--- config.mk ---
export PLATFORM = sky130hd
export DESIGN_NAME = mips_mem_arbiter
export DESIGN_NICKNAME = d
export VERILOG_FILES = /design/src/rtl/mips_pkg.sv /design/src/rtl/rr_arbiter2.sv /design/src/rtl/mips_mem_arbiter.sv
export SDC_FILE = /design/constraint.sdc
export NUM_CORES = 1
export LEC_CHECK = 0
export BUFFER_PORTS_ARGS = -buffer_cell sky130_fd_sc_hd__clkbuf_2
export CAP_MARGIN = 10
export CORE_AREA = 5 5 163 165
export DETAILED_ROUTE_END_ITERATION = 12
export DIE_AREA = 0 0 168 170
export GPL_ROUTABILITY_DRIVEN = 0
export PLACE_DENSITY_LB_ADDON = 0.15
export SETUP_SLACK_MARGIN = 0.15
export SLEW_MARGIN = 10
export SYNTH_ARGS = -nofsm -noshare
export SYNTH_HDL_FRONTEND = slang
export SYNTH_SLANG_ARGS = --single-unit
--- constraint.sdc ---
create_clock -name clk -period 2 [get_ports clk]
set_clock_uncertainty 0.1 [all_clocks]
set_input_delay 0.4 -clock clk [delete_from_list [all_inputs] [get_ports clk]]
set_output_delay 0.4 -clock clk [all_outputs]
set_load 0.005 [all_outputs]
--- src/rtl/mips_pkg.sv ---
// Shared types for the mips memory path: arbiter FSM states and requester ids.
// Latency: none (types and constants only).
// Backpressure: not applicable.
package mips_pkg;

   localparam int unsigned MIPS_XLEN = 32;

   typedef enum logic [1:0] {ARB_IDLE, ARB_ACCESS, ARB_DONE} arb_state_t;
   typedef enum logic [1:0] {REQ_FETCH, REQ_DATA, REQ_LOAD} arb_req_t;

endpackage

--- src/rtl/rr_arbiter2.sv ---
// Two-way round-robin pick between fetch (a) and data (b) with a priority pointer.
// Latency: grant is combinational; the pointer updates on the edge that takes the grant.
// Backpressure: a grant is only consumed when advance_i is high, otherwise the pointer holds.
module rr_arbiter2 (
   input  logic clk,
   input  logic reset,
   input  logic req_a_i,
   input  logic req_b_i,
   input  logic advance_i,
   output logic gnt_a_o,
   output logic gnt_b_o
);

   // ptr_q = 0 gives side a priority, 1 gives side b priority
   logic ptr_q, ptr_d;

   // Grant the favoured side when it asks, otherwise whichever side is asking
   always_comb begin
      gnt_a_o = req_a_i & (~ptr_q | ~req_b_i);
      gnt_b_o = req_b_i & ( ptr_q | ~req_a_i);
      ptr_d   = ptr_q;
      if (advance_i) begin
         if (gnt_a_o) begin
            ptr_d = 1'b1;
         end else if (gnt_b_o) begin
            ptr_d = 1'b0;
         end
      end
   end

   // Pointer register; after reset fetch is favoured
   always_ff @(posedge clk) begin
      if (reset) begin
         ptr_q <= 1'b0;
      end else begin
         ptr_q <= ptr_d;
      end
   end

endmodule

--- src/rtl/mips_mem_arbiter.sv ---
// Shares one single-port memory between fetch, data and loader with a watchdog on mem_ack.
// Latency: mem_req rises the edge a request is taken; done pulses the cycle after ack or abort.
// Backpressure: requesters hold req until their done; one access in flight, 3 cycles minimum.
module mips_mem_arbiter
   import mips_pkg::*;
#(
   parameter int unsigned           TIMEOUT_CYCLES = 64,
   parameter logic [MIPS_XLEN-1:0]  ABORT_DATA     = 32'hDEADBEEF
) (
   input  logic                  clk,
   input  logic                  reset,
   input  logic                  i_req,
   input  logic [MIPS_XLEN-1:0]  i_addr,
   output logic [MIPS_XLEN-1:0]  i_rdata,
   output logic                  i_done,
   input  logic                  d_req,
   input  logic                  d_rd_wr,
   input  logic [MIPS_XLEN-1:0]  d_addr,
   input  logic [MIPS_XLEN-1:0]  d_wdata,
   output logic [MIPS_XLEN-1:0]  d_rdata,
   output logic                  d_done,
   input  logic                  l_req,
   input  logic [MIPS_XLEN-1:0]  l_addr,
   input  logic [MIPS_XLEN-1:0]  l_wdata,
   output logic                  l_done,
   output logic                  mem_req,
   output logic                  mem_we,
   output logic [MIPS_XLEN-1:0]  mem_addr,
   output logic [MIPS_XLEN-1:0]  mem_wdata,
   input  logic [MIPS_XLEN-1:0]  mem_rdata,
   input  logic                  mem_ack,
   output logic                  timeout_err
);

   localparam int unsigned    CNT_W     = $clog2(TIMEOUT_CYCLES);
   localparam logic [CNT_W-1:0] WDOG_LAST = CNT_W'(TIMEOUT_CYCLES - 1);

   arb_state_t              state_q, state_d;
   arb_req_t                win_q, win_d;
   logic [MIPS_XLEN-1:0]    addr_q, addr_d;
   logic                    we_q, we_d;
   logic [MIPS_XLEN-1:0]    wdata_q, wdata_d;
   logic [CNT_W-1:0]        wdog_q, wdog_d;
   logic [MIPS_XLEN-1:0]    i_rdata_q, i_rdata_d;
   logic [MIPS_XLEN-1:0]    d_rdata_q, d_rdata_d;
   logic                    i_done_q, i_done_d;
   logic                    d_done_q, d_done_d;
   logic                    l_done_q, l_done_d;
   logic                    terr_q, terr_d;

   logic                    gnt_f, gnt_d;
   logic                    rr_adv;
   logic                    finish;
   logic [MIPS_XLEN-1:0]    finish_data;

   rr_arbiter2 u_rr (
      .clk       (clk),
      .reset     (reset),
      .req_a_i   (i_req),
      .req_b_i   (d_req),
      .advance_i (rr_adv),
      .gnt_a_o   (gnt_f),
      .gnt_b_o   (gnt_d)
   );

   // Next-state logic: pick a winner in IDLE, watch ack/watchdog in ACCESS, pulse done in DONE
   always_comb begin
      state_d     = state_q;
      win_d       = win_q;
      addr_d      = addr_q;
      we_d        = we_q;
      wdata_d     = wdata_q;
      wdog_d      = wdog_q;
      i_rdata_d   = i_rdata_q;
      d_rdata_d   = d_rdata_q;
      i_done_d    = 1'b0;
      d_done_d    = 1'b0;
      l_done_d    = 1'b0;
      terr_d      = terr_q;
      rr_adv      = 1'b0;
      finish      = 1'b0;
      finish_data = mem_rdata;

      case (state_q)
         ARB_IDLE: begin
            if (l_req) begin
               win_d   = REQ_LOAD;
               addr_d  = l_addr;
               we_d    = 1'b1;
               wdata_d = l_wdata;
               wdog_d  = '0;
               state_d = ARB_ACCESS;
            end else if (gnt_f) begin
               win_d   = REQ_FETCH;
               addr_d  = i_addr;
               we_d    = 1'b0;
               wdata_d = '0;
               wdog_d  = '0;
               rr_adv  = 1'b1;
               state_d = ARB_ACCESS;
            end else if (gnt_d) begin
               win_d   = REQ_DATA;
               addr_d  = d_addr;
               we_d    = ~d_rd_wr;
               wdata_d = d_wdata;
               wdog_d  = '0;
               rr_adv  = 1'b1;
               state_d = ARB_ACCESS;
            end
         end
         ARB_ACCESS: begin
            // ack takes precedence over a watchdog expiring in the same cycle
            if (mem_ack) begin
               finish = 1'b1;
            end else if (wdog_q == WDOG_LAST) begin
               finish      = 1'b1;
               finish_data = ABORT_DATA;
               terr_d      = 1'b1;
            end else begin
               wdog_d = wdog_q + 1'b1;
            end
         end
         ARB_DONE: begin
            state_d = ARB_IDLE;
         end
         default: begin
            state_d = ARB_IDLE;
         end
      endcase

      if (finish) begin
         state_d = ARB_DONE;
         case (win_q)
            REQ_FETCH: begin
               i_rdata_d = finish_data;
               i_done_d  = 1'b1;
            end
            REQ_DATA: begin
               if (!we_q) begin
                  d_rdata_d = finish_data;
               end
               d_done_d = 1'b1;
            end
            default: begin
               l_done_d = 1'b1;
            end
         endcase
      end
   end

   // State and datapath registers; reset drops any in-flight access without a done
   always_ff @(posedge clk) begin
      if (reset) begin
         state_q   <= ARB_IDLE;
         win_q     <= REQ_FETCH;
         addr_q    <= '0;
         we_q      <= 1'b0;
         wdata_q   <= '0;
         wdog_q    <= '0;
         i_rdata_q <= '0;
         d_rdata_q <= '0;
         i_done_q  <= 1'b0;
         d_done_q  <= 1'b0;
         l_done_q  <= 1'b0;
         terr_q    <= 1'b0;
      end else begin
         state_q   <= state_d;
         win_q     <= win_d;
         addr_q    <= addr_d;
         we_q      <= we_d;
         wdata_q   <= wdata_d;
         wdog_q    <= wdog_d;
         i_rdata_q <= i_rdata_d;
         d_rdata_q <= d_rdata_d;
         i_done_q  <= i_done_d;
         d_done_q  <= d_done_d;
         l_done_q  <= l_done_d;
         terr_q    <= terr_d;
      end
   end

   assign mem_req     = (state_q == ARB_ACCESS);
   assign mem_we      = we_q;
   assign mem_addr    = addr_q;
   assign mem_wdata   = wdata_q;
   assign i_rdata     = i_rdata_q;
   assign d_rdata     = d_rdata_q;
   assign i_done      = i_done_q;
   assign d_done      = d_done_q;
   assign l_done      = l_done_q;
   assign timeout_err = terr_q;

endmodule

==> metrics.yaml <==
synth_common_cells: "dfxtp_1 (144), clkbuf_1 (69), o21ai_0 (60)"
worst_setup_path_end_kind: "output port"
drcViolationCount: 0
setup_viol: 0
netlist_area_um2: 7350
io_buffers: 332
die_h_um: 170
path_cells: "nand2b_2 -> inv_1 -> clkbuf_2"
multi_input_area_um2: 3760
start_util_pct: 29.5
cts_made_buffers: 17
ant_nets: 0
cap_viol_max_count: 0
slowest_stage: "dfxtp_4"
cts_buffer_depth: 2
cp_data_arrival_time_ns: 1.25
n_fill_cell: 2574
synth.avg_cell_area_um2: 8.24
cts_setup_buffers: 0
area_delta_synth_final_pct: 36.9
dp_hpwl_mm: 20.2
synth-edff-count: 0
yosys.area.top_type_share_pct: 39.2
crit_fanout: 9
vias: 8156
crit_family: "flip-flops"
yosysWarnings: 0
routed_via_density: 5.34
yosys.area.top_type: "dfxtp_1"
worstSkewPairLatency_ns: 0.42
max_slew_margin_pct: 64.0
required_ns: 1.50
synth_most_common_cell: "dfxtp_1"
rsz0062_at_grt: "yes"
worstSetupPathType: "flip-flop to output port"
wl_per_cell_um: 19.0
ios: 333
drtPass1Iterations: 5
async_reset_ff_share_pct: 0
timing.fmax_mhz: 571
grt_first_pass_wirelength_mm: 45.3
final_core_util_pct: 40.4
grt-ovfl-total: 0
irDropWorstVdd_mv: 0.457
cts_max_level: 4
grt_max_degree: 111
timing.final.ws_setup_ns: 0.250
cp_num_buf_inv: 2
synth_area_leaders: "dfxtp_1 (39%), a211oi_1 (5.2%), o21ai_0 (4.1%), a31oi_1 (3.7%), clkbuf_1 (3.5%)"
dp_cells: 1493
grt_pass1_vias: 8038
r2r_slack_ns: 0.30
slew_violations: 0
drive_gt1_share_pct: 35.6
antenna_found_initial: 3
regArea_um2: 2890
fin_setup_tns_ns: 0
slowest_delay_ns: 0.39
clockRootBuffer: "clkbuf_16"
dieArea_um2: 28600
cts.clk_slew.worst_paths_ns: 0.07
finalCritPeriodShare_pct: 87.5
fin_nets: 1382
powerDensity_nw_per_um2: 770
fp-row-count: 58
cts_tree: "built"
first_iter_violations: 764
hold_path.class: "primary input to flip-flop"
ys_seq_area_share_pct: 39.2
stdcell_count: 1528
layout_min_cycle_time_ns: 1.75
start_kind: "flip-flop"
place_ws_ns: 0.172
hold_ws_ns: 0.0998
ctsHoldBuffers: 0
track_usage_pct: 19.5
synth_cell_types: 52
hold_violations: 0
synth-seq-cells: 144
synthesis.nets: 1092
die_w_um: 168
leakagePower_nw: 4.09
synth_ff_type: "dfxtp_1"
status: "finished clean"
clock-sinks: 144
drt_wl_total_mm: 29.0
worst_slew_pin_slew_ns: 0.539
syn_inst: 892
core-area_um2: 24900
cell type report:
cell class	count	area share, %
Tap cell	330	4.10
Antenna cell	3	0.0746
Timing Repair Buffer	379	22.0
Inverter	59	2.20
Sequential cell	144	28.7
Clock inverter	14	1.19
Multi-Input combinational cell	581	37.4
Clock buffer	18	4.36
layout by cell type, fill, tap and decap left out, drive strengths merged, types with 4 or more instances in the layout:
master,Yosys,layout
nand3,16,16
inv,59,69
a221oi,29,29
nand4,36,36
a31oi,44,44
o32ai,29,29
buf,39,48
o2111ai,29,29
nor3,27,27
nand2,46,46
o21ai,63,63
and2,33,33
a311oi,5,5
a21oi,36,36
clkbuf,69,349
nand2b,28,28
o2111a,4,4
nor2,29,29
a211oi,51,51
o211ai,19,19
nor4,25,25
dfxtp,144,144
cells by family (layout without fill, tap and decap cells):
group                    Yosys count  after routing  share of synthesized area, %
AO/OA/AOI/OAI                    321            321                          30.9
other                              0              3                             0
buffers and inverters            167            470                          10.0
AND/OR/NAND/NOR                  256            256                          19.3
adder cells (fa/ha/maj)            1              1                         0.170
flip-flops                       144            144                          39.2
multiplexers                       3              3                         0.409
stage by stage:
stage	total power, mW	cell area [um^2]
floorplan	3.98	7350
global placement	4.72	9480
global route	8.14	10100
detailed placement	4.72	9480
finish	7.75	10100
CTS	7.86	10000
worst reg2reg max path: cells and delay by family, from the launching register on:
kind                       cells  cell delay (ns)
AOI/OAI and AO/OA              1             0.11
DFF                            1             0.39
adders and majority gates      1             0.25
buffers and inverters          1             0.21
and+or+nand+nor                2             0.55
state kept, by name (all words and copies together), names as in the netlist:
name and flops:
d_rdata 32, i_rdata 32, mem_addr 32, mem_wdata 32, wdog_q 6, state_q 2
win_q 2, d_done 1, i_done 1, l_done 1, mem_we 1, timeout_err 1
u_rr.ptr_q 1
final timing paths:
kind,start,to,cells after the start
worst max-delay path,state_q[1],mem_req,3
worst min-delay path,l_wdata[17],mem_wdata[17],3
worst max register to register,wdog_q[0],d_done,5
worst min register to register,i_rdata[12],i_rdata[12],2
timing repair:
| item | in CTS | in global routing |
|---|---|---|
| resized for setup | 2 | 3 |
| pin swaps | 0 | 0 |
| endpoints found under the setup margin | 1 | 15 |
routing by layer:
| metal | track usage [%] | up-vias | wire length [um] |
|---|---|---|---|
| met4 | 7.48 | 0 | 711 |
| met5 | 0 | - | 0 |
| met3 | 4.62 | 37 | 1890 |
| met1 | 26.2 | 3812 | 12900 |
| met2 | 30.5 | 319 | 13500 |
| li1 | - | 3988 | - |
power by group:
group | leakage (nW) | internal [mW] | switching (mW)
Combinational | 2.64 | 0.641 | 0.838
Sequential | 1.18 | 3.05 | 0.120
Clock | 0.269 | 1.67 | 1.43
No activity file was read; power rests on OpenSTA's default activity.
